### src/rtl/draw_pkg.sv
// Shared constants for the rectangle draw engine: command modes, FSM state
// encoding, default screen geometry and the palette entries used by the game FSM.
// No ports; imported by rect_draw_engine and its testbench.
package draw_pkg;

   typedef logic [1:0] mode_t;
   typedef logic [1:0] state_t;

   localparam mode_t MODE_RECT    = 2'd0;
   localparam mode_t MODE_CLEAR   = 2'd1;
   localparam mode_t MODE_OUTLINE = 2'd2;
   localparam mode_t MODE_RSVD    = 2'd3;

   localparam state_t ST_IDLE = 2'd0;
   localparam state_t ST_DRAW = 2'd1;
   localparam state_t ST_DONE = 2'd2;

   localparam int SCREEN_W_DEF = 160;
   localparam int SCREEN_H_DEF = 120;

   localparam logic [2:0] BLACK = 3'b000;
   localparam logic [2:0] GREEN = 3'b010;
   localparam logic [2:0] RED   = 3'b100;

   // Reserved mode produces no pixels at all.
   function automatic logic mode_draws(input mode_t m);
      return m != MODE_RSVD;
   endfunction

endpackage

### src/rtl/scan_counter_2d.sv
// Row-major 2D scan counter: cx runs 0..w-1, wrapping into cy 0..h-1.
// Latency: counters update on the edge where enable is high; flags are combinational.
// Backpressure: enable low freezes both counters. Ports: clear/enable, w/h in; cx/cy and edge flags out.
module scan_counter_2d #(
   parameter int X_W = 8,
   parameter int Y_W = 7
) (
   input  logic           clock,
   input  logic           reset,
   input  logic           clear,
   input  logic           enable,
   input  logic [X_W-1:0] w,
   input  logic [Y_W-1:0] h,
   output logic [X_W-1:0] cx,
   output logic [Y_W-1:0] cy,
   output logic           first_col,
   output logic           last_col,
   output logic           first_row,
   output logic           last_row,
   output logic           last
);

   logic [X_W-1:0] cx_q, cx_d;
   logic [Y_W-1:0] cy_q, cy_d;

   assign cx        = cx_q;
   assign cy        = cy_q;
   assign first_col = (cx_q == '0);
   assign last_col  = (cx_q == w - X_W'(1));
   assign first_row = (cy_q == '0);
   assign last_row  = (cy_q == h - Y_W'(1));
   assign last      = last_col & last_row;

   always_comb begin
      cx_d = cx_q;
      cy_d = cy_q;
      if (clear) begin
         cx_d = '0;
         cy_d = '0;
      end else if (enable) begin
         if (last_col) begin
            cx_d = '0;
            cy_d = last_row ? '0 : cy_q + Y_W'(1);
         end else begin
            cx_d = cx_q + X_W'(1);
         end
      end
   end

   always_ff @(posedge clock) begin
      if (reset) begin
         cx_q <= '0;
         cy_q <= '0;
      end else begin
         cx_q <= cx_d;
         cy_q <= cy_d;
      end
   end

endmodule

### src/rtl/rect_draw_engine.sv
// Rectangle rasteriser: takes one draw command, emits one clipped pixel per cycle, then pulses done.
// Latency: pixel k plots 2+k cycles after accept; done at 2+w*h (1 for empty commands).
// Backpressure: stall freezes the scan and forces plot low. Ports: cmd_* handshake in; xout/yout/cout/plot, done, busy out.
module rect_draw_engine
   import draw_pkg::*;
#(
   parameter int X_W      = 8,
   parameter int Y_W      = 7,
   parameter int C_W      = 3,
   parameter int SCREEN_W = SCREEN_W_DEF,
   parameter int SCREEN_H = SCREEN_H_DEF
) (
   input  logic           clock,
   input  logic           reset,
   input  logic           cmd_valid,
   output logic           cmd_ready,
   input  logic [1:0]     cmd_mode,
   input  logic [X_W-1:0] cmd_x0,
   input  logic [Y_W-1:0] cmd_y0,
   input  logic [X_W-1:0] cmd_w,
   input  logic [Y_W-1:0] cmd_h,
   input  logic [C_W-1:0] cmd_colour,
   input  logic           stall,
   output logic [X_W-1:0] xout,
   output logic [Y_W-1:0] yout,
   output logic [C_W-1:0] cout,
   output logic           plot,
   output logic           done,
   output logic           busy
);

   localparam logic [X_W:0] SCR_W = (X_W+1)'(SCREEN_W);
   localparam logic [Y_W:0] SCR_H = (Y_W+1)'(SCREEN_H);

   state_t         state_q, state_d;
   logic           drain_q, drain_d;
   logic [X_W-1:0] x0_q, x0_d, w_q, w_d;
   logic [Y_W-1:0] y0_q, y0_d, h_q, h_d;
   logic [C_W-1:0] col_q, col_d;
   mode_t          mode_q, mode_d;
   logic [X_W-1:0] xout_q, xout_d;
   logic [Y_W-1:0] yout_q, yout_d;
   logic [C_W-1:0] cout_q, cout_d;
   logic           plot_q, plot_d;

   logic [X_W-1:0] cx;
   logic [Y_W-1:0] cy;
   logic           first_col, last_col, first_row, last_row, last;

   logic           accept, is_clear, empty, scan_en, mode_ok, visible;
   logic [X_W-1:0] eff_x0, eff_w;
   logic [Y_W-1:0] eff_y0, eff_h;
   logic [X_W:0]   sum_x;
   logic [Y_W:0]   sum_y;

   assign cmd_ready = (state_q == ST_IDLE);
   assign busy      = (state_q != ST_IDLE);
   assign done      = (state_q == ST_DONE);
   assign xout      = xout_q;
   assign yout      = yout_q;
   assign cout      = cout_q;
   assign plot      = plot_q;

   assign accept   = cmd_ready & cmd_valid;
   assign is_clear = (cmd_mode == MODE_CLEAR);
   assign eff_x0   = is_clear ? '0 : cmd_x0;
   assign eff_y0   = is_clear ? '0 : cmd_y0;
   assign eff_w    = is_clear ? X_W'(SCREEN_W) : cmd_w;
   assign eff_h    = is_clear ? Y_W'(SCREEN_H) : cmd_h;
   assign empty    = (eff_w == '0) | (eff_h == '0) | ~mode_draws(cmd_mode);

   // drain_q marks the cycle after the last pixel was scanned; the FSM waits
   // there so done lines up one cycle behind the registered pixel stage.
   assign scan_en = (state_q == ST_DRAW) & ~drain_q & ~stall;

   scan_counter_2d #(.X_W(X_W), .Y_W(Y_W)) u_scan (
      .clock     (clock),
      .reset     (reset),
      .clear     (accept),
      .enable    (scan_en),
      .w         (w_q),
      .h         (h_q),
      .cx        (cx),
      .cy        (cy),
      .first_col (first_col),
      .last_col  (last_col),
      .first_row (first_row),
      .last_row  (last_row),
      .last      (last)
   );

   always_comb begin
      state_d = state_q;
      drain_d = drain_q;
      x0_d    = x0_q;
      y0_d    = y0_q;
      w_d     = w_q;
      h_d     = h_q;
      col_d   = col_q;
      mode_d  = mode_q;
      case (state_q)
         ST_IDLE: begin
            if (accept) begin
               x0_d    = eff_x0;
               y0_d    = eff_y0;
               w_d     = eff_w;
               h_d     = eff_h;
               col_d   = cmd_colour;
               mode_d  = cmd_mode;
               drain_d = 1'b0;
               state_d = empty ? ST_DONE : ST_DRAW;
            end
         end
         ST_DRAW: begin
            if (drain_q) begin
               if (!stall) begin
                  drain_d = 1'b0;
                  state_d = ST_DONE;
               end
            end else if (scan_en && last) begin
               drain_d = 1'b1;
            end
         end
         ST_DONE: state_d = ST_IDLE;
         default: state_d = ST_IDLE;
      endcase
   end

   // Pixel stage: sums are one bit wider so a wrap past the coordinate range clips.
   always_comb begin
      sum_x   = {1'b0, x0_q} + {1'b0, cx};
      sum_y   = {1'b0, y0_q} + {1'b0, cy};
      mode_ok = (mode_q == MODE_OUTLINE) ? (first_col | last_col | first_row | last_row) : 1'b1;
      visible = ~sum_x[X_W] & ~sum_y[Y_W] & (sum_x < SCR_W) & (sum_y < SCR_H);
      plot_d  = scan_en & visible & mode_ok;
      xout_d  = scan_en ? sum_x[X_W-1:0] : xout_q;
      yout_d  = scan_en ? sum_y[Y_W-1:0] : yout_q;
      cout_d  = plot_d ? col_q : '0;
   end

   always_ff @(posedge clock) begin
      if (reset) begin
         state_q <= ST_IDLE;
         drain_q <= 1'b0;
         x0_q    <= '0;
         y0_q    <= '0;
         w_q     <= '0;
         h_q     <= '0;
         col_q   <= '0;
         mode_q  <= MODE_RECT;
         xout_q  <= '0;
         yout_q  <= '0;
         cout_q  <= '0;
         plot_q  <= 1'b0;
      end else begin
         state_q <= state_d;
         drain_q <= drain_d;
         x0_q    <= x0_d;
         y0_q    <= y0_d;
         w_q     <= w_d;
         h_q     <= h_d;
         col_q   <= col_d;
         mode_q  <= mode_d;
         xout_q  <= xout_d;
         yout_q  <= yout_d;
         cout_q  <= cout_d;
         plot_q  <= plot_d;
      end
   end

endmodule

### config.mk
export PLATFORM = sky130hd
export DESIGN_NAME = rect_draw_engine
export DESIGN_NICKNAME = d
export VERILOG_FILES = /design/src/rtl/draw_pkg.sv /design/src/rtl/scan_counter_2d.sv /design/src/rtl/rect_draw_engine.sv
export SDC_FILE = /design/constraint.sdc
export NUM_CORES = 1
export LEC_CHECK = 0
export BUFFER_PORTS_ARGS = -buffer_cell sky130_fd_sc_hd__buf_2
export CORE_ASPECT_RATIO = 0.75
export CORE_MARGIN = 4
export CORE_UTILIZATION = 55
export CTS_CLUSTER_SIZE = 8
export DETAILED_ROUTE_END_ITERATION = 6
export GPL_ROUTABILITY_DRIVEN = 0
export PLACE_DENSITY = 0.76
export SLEW_MARGIN = 20
export SYNTH_ARGS = -nofsm -noshare
export SYNTH_HDL_FRONTEND = slang
export SYNTH_SLANG_ARGS = --single-unit
### constraint.sdc
create_clock -name clock -period 3.7 [get_ports clock]
set_input_delay 0.37 -clock clock [delete_from_list [all_inputs] [get_ports clock]]
set_output_delay 0.37 -clock clock [all_outputs]
set_load 0.005 [all_outputs]
; After elaboration in Yosys (flattened, before gate mapping)
; Index checks and enable logic that the tools add are counted.
[word_totals]
output_inout_bits = 22
ff_bits = 72
[classes]
bitwise_logic = 20
reduce_logical = 14
n_mux = 17
addsub = 6
magnitude_cmp = 2
eq_ne = 10
[op_table]
columns = cell, count
row1 = 2-to-1 mux 8 bit, 3
row2 = 2-to-1 mux 7 bit, 3
row3 = logical NOT 8 bit, 2
row4 = logical NOT 7 bit, 2
row5 = adder 8 x 8 -> 9 bit, 1
row6 = bitwise AND 1 bit, 9
row7 = "less-than comparator 9 x 8 -> 1 bit, second input constant", 1
row8 = adder 7 x 7 -> 8 bit, 1
row9 = "adder 8 x 1 -> 8 bit, second input constant", 1
row10 = equality test 8 bit, 1
row11 = "less-than comparator 8 x 7 -> 1 bit, second input constant", 1
row12 = 2-to-1 mux 2 bit, 4
row13 = "subtractor 8 x 1 -> 8 bit, second input constant", 1
row14 = "adder 7 x 1 -> 7 bit, second input constant", 1
row15 = equality test 7 bit, 1
row16 = "subtractor 7 x 1 -> 7 bit, second input constant", 1
row17 = "!= test 2 bit, second input constant", 3
row18 = NOT 1 bit, 6
row19 = AND reduction 2 bit, 3
row20 = 2-to-1 mux 1 bit, 5
row21 = OR 1 bit, 5
row22 = "equality test 2 x 1 -> 1 bit, second input constant", 2
row23 = "equality test 2 bit, second input constant", 2
row24 = one-hot mux 2 bit (2 select lines), 1
row25 = other kinds (7), 9

; Longest topological paths before layout
[depth]
word_depth = 9
mapped_depth = 11

; Modules after synthesis
; A second synthesis with hierarchy kept.
[hier_totals]
cells_unflattened = 480
area_unflattened_um2 = 4036.4
[by_module_without_submodules]
columns = module, cells_each, area_per_inst_um2, instances
row1 = rect_draw_engine, 319, 2763.9, 1
row2 = scan_counter_2d, 161, 1272.5, 1

; Worst setup path after synthesis
; OpenSTA, ideal clock, no wires.
[synth_timing]
path_type = register to register
start = reg u_scan.cx_q[0], in the netlist u_scan.cx[0]
end = reg cout_q[0], in the netlist cout[0]
arrival_time_ps = 2196
slack_ps = 1364
synth_period_minus_slack_ps = 2336
stages_incl_launch_ff = 10
path_cell_list = dfxtp_1 ha_1 inv_1 fa_1 nand2b_1 a21oi_1 nor4_1 and3_1 o41ai_2 nor4_1
[synth_via]
elab_chain_cells = 9
elab_cells_between_ends = 16
classes_between = add/sub: 1 / order compare: 1 / eq/ne: 1 / mux: 1 / bitwise: 10 / reduce/logical: 2
[synth_lines]
columns = item, line
row1 = from (decl), scan_counter_2d.sv:23  ; logic [X_W-1:0] cx_q, cx_d;
row2 = from (signal assigned), scan_counter_2d.sv:52  ; cx_q <= '0;
row3 = from (signal assigned), scan_counter_2d.sv:55  ; cx_q <= cx_d;
row4 = "parallel branches: the longest is 6 deep, another holds adder 8 x 8 -> 9 bit", n/a
row5 = bitwise AND 1 bit *, rect_draw_engine.sv:135  ; plot_d = scan_en & visible & mode_ok;
row6 = NOT 1 bit (no source line) *, n/a
row7 = OR reduction 2 bit (no source line) *, n/a
row8 = to (signal assigned), rect_draw_engine.sv:166  ; cout_q <= cout_d;
row9 = to (decl), rect_draw_engine.sv:43  ; logic [C_W-1:0] cout_q, cout_d;
; Mark *: on every way between the ends.
; A chain may end at the register's enable or synchronous reset.

; Final worst setup path
[layout_timing]
start = reg w_q[0]
end = reg u_scan.cy_q[6], in the netlist u_scan.cy[6]
[layout_via]
elab_chain_cells = 3
[layout_lines]
columns = item, line
row1 = from (decl), rect_draw_engine.sv:37  ; logic [X_W-1:0] x0_q, x0_d, w_q, w_d;
row2 = from (signal assigned), rect_draw_engine.sv:160  ; w_q <= w_d;
row3 = subtractor 8 x 1 -> 8 bit, scan_counter_2d.sv:29  ; assign last_col = (cx_q == w - X_W'(1));
row4 = equality test 8 bit, scan_counter_2d.sv:29
row5 = AND reduction 2 bit (no source line), n/a
row6 = to (signal assigned), scan_counter_2d.sv:56  ; cy_q <= cy_d;
row7 = to (decl), scan_counter_2d.sv:24  ; logic [Y_W-1:0] cy_q, cy_d;
; No other way between the ends.

==> impl_metrics.env <==
export IMPL_ys_warnings=0
export IMPL_regToRegStartpoint="w_q[0]"
export IMPL_place_inst=576
export IMPL_synth_seq_cells=72
export IMPL_place_hpwl_um=6870
export IMPL_arrival_ns=2.94
export IMPL_synth_ff_type="dfxtp_1"
export IMPL_status="finished clean"
export IMPL_count_of_antenna_violating_nets_left_after_detailed_routing=0
export IMPL_detail_route_first_pass_iterations=6
export IMPL_required_time_of_the_critical_path_ns=3.94
export IMPL_critical_path_top_cell_by_count="o31ai_1"
export IMPL_cts_post_setup_buffers_inserted=0
export IMPL_postPlaceCellArea_um2=4240
export IMPL_diodes=0
export IMPL_setup_viol=0
export IMPL_min_delay_worst_endpoint="x0_q[6]"
export IMPL_grt_total_usage_pct=22.9
export IMPL_origin_of_the_worst_min_delay_path="cmd_x0[6]"
export IMPL_fp_dieW_um=105
export IMPL_wl_per_cell_um=15.5
export IMPL_timing_final_crit_period_ns=2.70
export IMPL_final_seq_area_um2=1440
export IMPL_crit_path_end_kind="flip-flop"
export IMPL_worstHoldPathType="in2reg"
export IMPL_setup_total_negative_slack_ns=0
export IMPL_worstReg2RegEnd="u_scan.cy[6]"
export IMPL_timing_final_crit_share_pct=72.9
export IMPL_synth_area_per_cell_um2=8.65
export IMPL_path_cells="inv_1 > ha_1 > and2_1 > o21a_1 > o31ai_1 > o2111ai_4 > nand2_1 > o31ai_1 > o2bb2ai_2"
export IMPL_synthToLayoutAreaGrowth_pct=15.2
export IMPL_grt_pass1_wl_um=15600
export IMPL_clk_transition_reported_paths_ns=0.08
export IMPL_reg2regPathDepth=9
export IMPL_ir_worst_vdd_uv=277
export IMPL_path_class="reg2reg"
export IMPL_drv_slew=0
export IMPL_place_port_buffers=60
export IMPL_critical_path_startpoint_type="flip-flop"
export IMPL_cts_tree="built"
export IMPL_dr_first_iter_drc_count=138
export IMPL_die_area_um2=8500
export IMPL_cts_htree_levels=3
export IMPL_clock_sinks=72
export IMPL_max_cap_viol_count=0
export IMPL_maxClockFrequency_mhz=371
export IMPL_synth_yosys_seq_area_share_pct=37.0
export IMPL_cts_hold_repair_buffers=0
export IMPL_height_of_the_die_um=80.9
export IMPL_mappedNetlistNets=512
export IMPL_clk_latency_ns=0.35
export IMPL_summed_instance_area_of_the_synthesized_netlist_um2=3890
export IMPL_floorplan_initialDensity_pct=57.0
export IMPL_route_vias_total=3437
export IMPL_cp_slowest_cell="o31ai_1"
export IMPL_power_leakage_nw=1.83
export IMPL_cts_buffer_count=9
export IMPL_holdPathStages=2
export IMPL_timing_worst_slew_pin_value_ns=0.656
export IMPL_cts_max_path_buffers=2
export IMPL_setup_repair_after_global_routing_missed_its_margin="false"
export IMPL_post_route_drc_count=0
export IMPL_post_route_skew_ns=0.0126
export IMPL_synth_lib_cells_used_distinct=58
export IMPL_fraction_of_registers_with_async_set_reset_pct=0
export IMPL_final_fill_count=574
export IMPL_finish_net_count=565
export IMPL_max_stage_delay_ns=0.51
export IMPL_routed_wl_um=9180
export IMPL_cell_row_count=26
export IMPL_pin_count=61
export IMPL_drive_gt1_share_pct=18.9
export IMPL_final_area_um2=4480
export IMPL_finalHoldWorstSlack_ns=0.224
export IMPL_finalNonFillerCells=592
export IMPL_cts_root_buffer_cell="clkbuf_8"
export IMPL_grt_max_degree=23
export IMPL_placeableCoreArea_um2=6830
export IMPL_multiInputGateArea_um2=2310
export IMPL_power_density_nw_per_um2=411
export IMPL_timing_hold_violations_final=0
export IMPL_grt_overflow_total=0
export IMPL_post_cts_resized_instances=0
export IMPL_synth_edff_count=0
export IMPL_netlist_instances=450
export IMPL_setup_reg_to_reg_worst_slack_ns=1.00
export IMPL_slew_headroom_pct=56.3
export IMPL_avgViaCountPerCell=5.81
export IMPL_number_of_antenna_violations_at_the_first_check_in_global_routing=0
export IMPL_critPathMaxFanout=11
export IMPL_finalCoreUtilization_pct=65.6
export IMPL_first_global_vias=3273
-- registers in the layout, summed over array words and instances, names as in the netlist --
name       cells
u_scan.cx      8
w_q            8
x0_q           8
xout           8
h_q            7
u_scan.cy      7
y0_q           7
yout           7
col_q          3
cout           3
mode_q         2
state_q        2
drain_q        1
plot           1
-- where the power goes --
group	switching (W)	internal, W	total, W	leakage (nW)
sequential	0.0000296	0.000809	0.000839	0.586
clock	0.000299	0.000467	0.000766	0.124
combinational	0.000137	0.000101	0.000238	1.12
total	0.000465	0.00138	0.00184	1.83
-- routing by layer --
metal	share of wire [%]	track usage (%)	routed length (µm)	vias to the layer above
li1	-	-	-	1720
met1	46	29.8	4210	1610
met2	47	37.7	4330	89
met3	5.3	6.12	488	18
met4	1.7	6.55	156	0
met5	0	0	0	-
-- synth_stat cells (6+ instances only) --
| cell | number | area (µm²) |
|---|---|---|
| nand2_1 | 60 | 225 |
| nand3_1 | 6 | 30.0 |
| xnor2_1 | 21 | 184 |
| nand2b_1 | 9 | 56.3 |
| dfxtp_1 | 72 | 1440 |
| inv_1 | 15 | 56.3 |
| xor2_1 | 8 | 70.1 |
| clkbuf_1 | 18 | 67.6 |
| nor4_1 | 9 | 56.3 |
| nor2_1 | 36 | 135 |
| nor3_1 | 13 | 65.1 |
| a22o_1 | 25 | 219 |
| a21oi_1 | 30 | 150 |
| ha_1 | 21 | 263 |
| o21ai_0 | 23 | 115 |
-- stage by stage --
stage	power [W]	worst slack, ns
detailed placement	0.00109	1.09
finish	0.00184	1.00
CTS	0.00185	1.05
floorplan	0.00102	1.36
global route	0.00192	0.815
global placement	0.00108	1.21
-- cell families (layout without fill, tap and decap cells) --
family | Yosys count | count (layout) | share of synthesized area (%)
AOI/OAI and AO/OA | 117 | 117 | 22.3
adders and majority gates | 23 | 23 | 7.78
xor gates and xnor gates | 29 | 29 | 6.53
buffers and inverters | 36 | 94 | 3.63
DFF | 72 | 72 | 37.0
and+or+nand+nor | 173 | 173 | 22.7
-- worst max-delay path by stage --
stage | cells past startpoint | endpoint | startpoint
finish | 9 | u_scan.cy[6] | w_q[0]
global route | 9 | cout[0] | u_scan.cx[0]
CTS | 9 | cout[2] | u_scan.cx[0]
detailed placement | 9 | cout[2] | u_scan.cx[0]
global placement | 9 | cout[0] | u_scan.cx[0]
floorplan | 9 | cout[0] | u_scan.cx[0]
-- worst max-delay path: cells and delay by family, from the launching register on --
family	cells	cell delay [ns]
compound gates	5	1.29
fa+ha+maj	1	0.25
buf+inv	1	0.08
flops	1	0.38
simple gates	2	0.58
-- placed cells by master (no fill, tap or decap), types with 2 or more instances in the layout --
| cell | count |
|---|---|
| ha_1 | 21 |
| o21ai_0 | 23 |
| nor4_1 | 9 |
| a21o_1 | 2 |
| and2_1 | 2 |
| a211oi_1 | 5 |
| nand3_1 | 6 |
| a21boi_0 | 2 |
| or3_1 | 4 |
| xnor2_1 | 21 |
| o31ai_1 | 5 |
| o21a_1 | 5 |
| or3_4 | 2 |
| buf_2 | 60 |
| or2_2 | 2 |
| nor3_1 | 13 |
| nor2b_1 | 5 |
| and3_1 | 4 |
| fa_1 | 2 |
| a21oi_1 | 29 |
| inv_1 | 15 |
| a22o_1 | 25 |
| nand4_1 | 4 |
| nor2_1 | 36 |
| o211ai_1 | 3 |
| nand3b_1 | 3 |
| nor4b_1 | 3 |
| xor2_1 | 8 |
| dfxtp_1 | 72 |
| buf_4 | 3 |
| nand4b_1 | 2 |
| or4_4 | 2 |
| nand2_1 | 60 |
| bufinv_16 | 3 |
| o2bb2ai_2 | 2 |
| nand2b_1 | 9 |
| clkbuf_8 | 10 |
-- cell type report --
| type | instances | share of cell area [%] |
|---|---|---|
| clock buffer | 11 | 3.15 |
| clock inverter | 5 | 2.32 |
| sequential | 72 | 32.1 |
| tap | 84 | 2.34 |
| multi-input combinational | 342 | 51.6 |
| timing repair buffer | 63 | 7.20 |
| inverter | 15 | 1.26 |
Note: power is estimated with default switching activity, not from simulation.
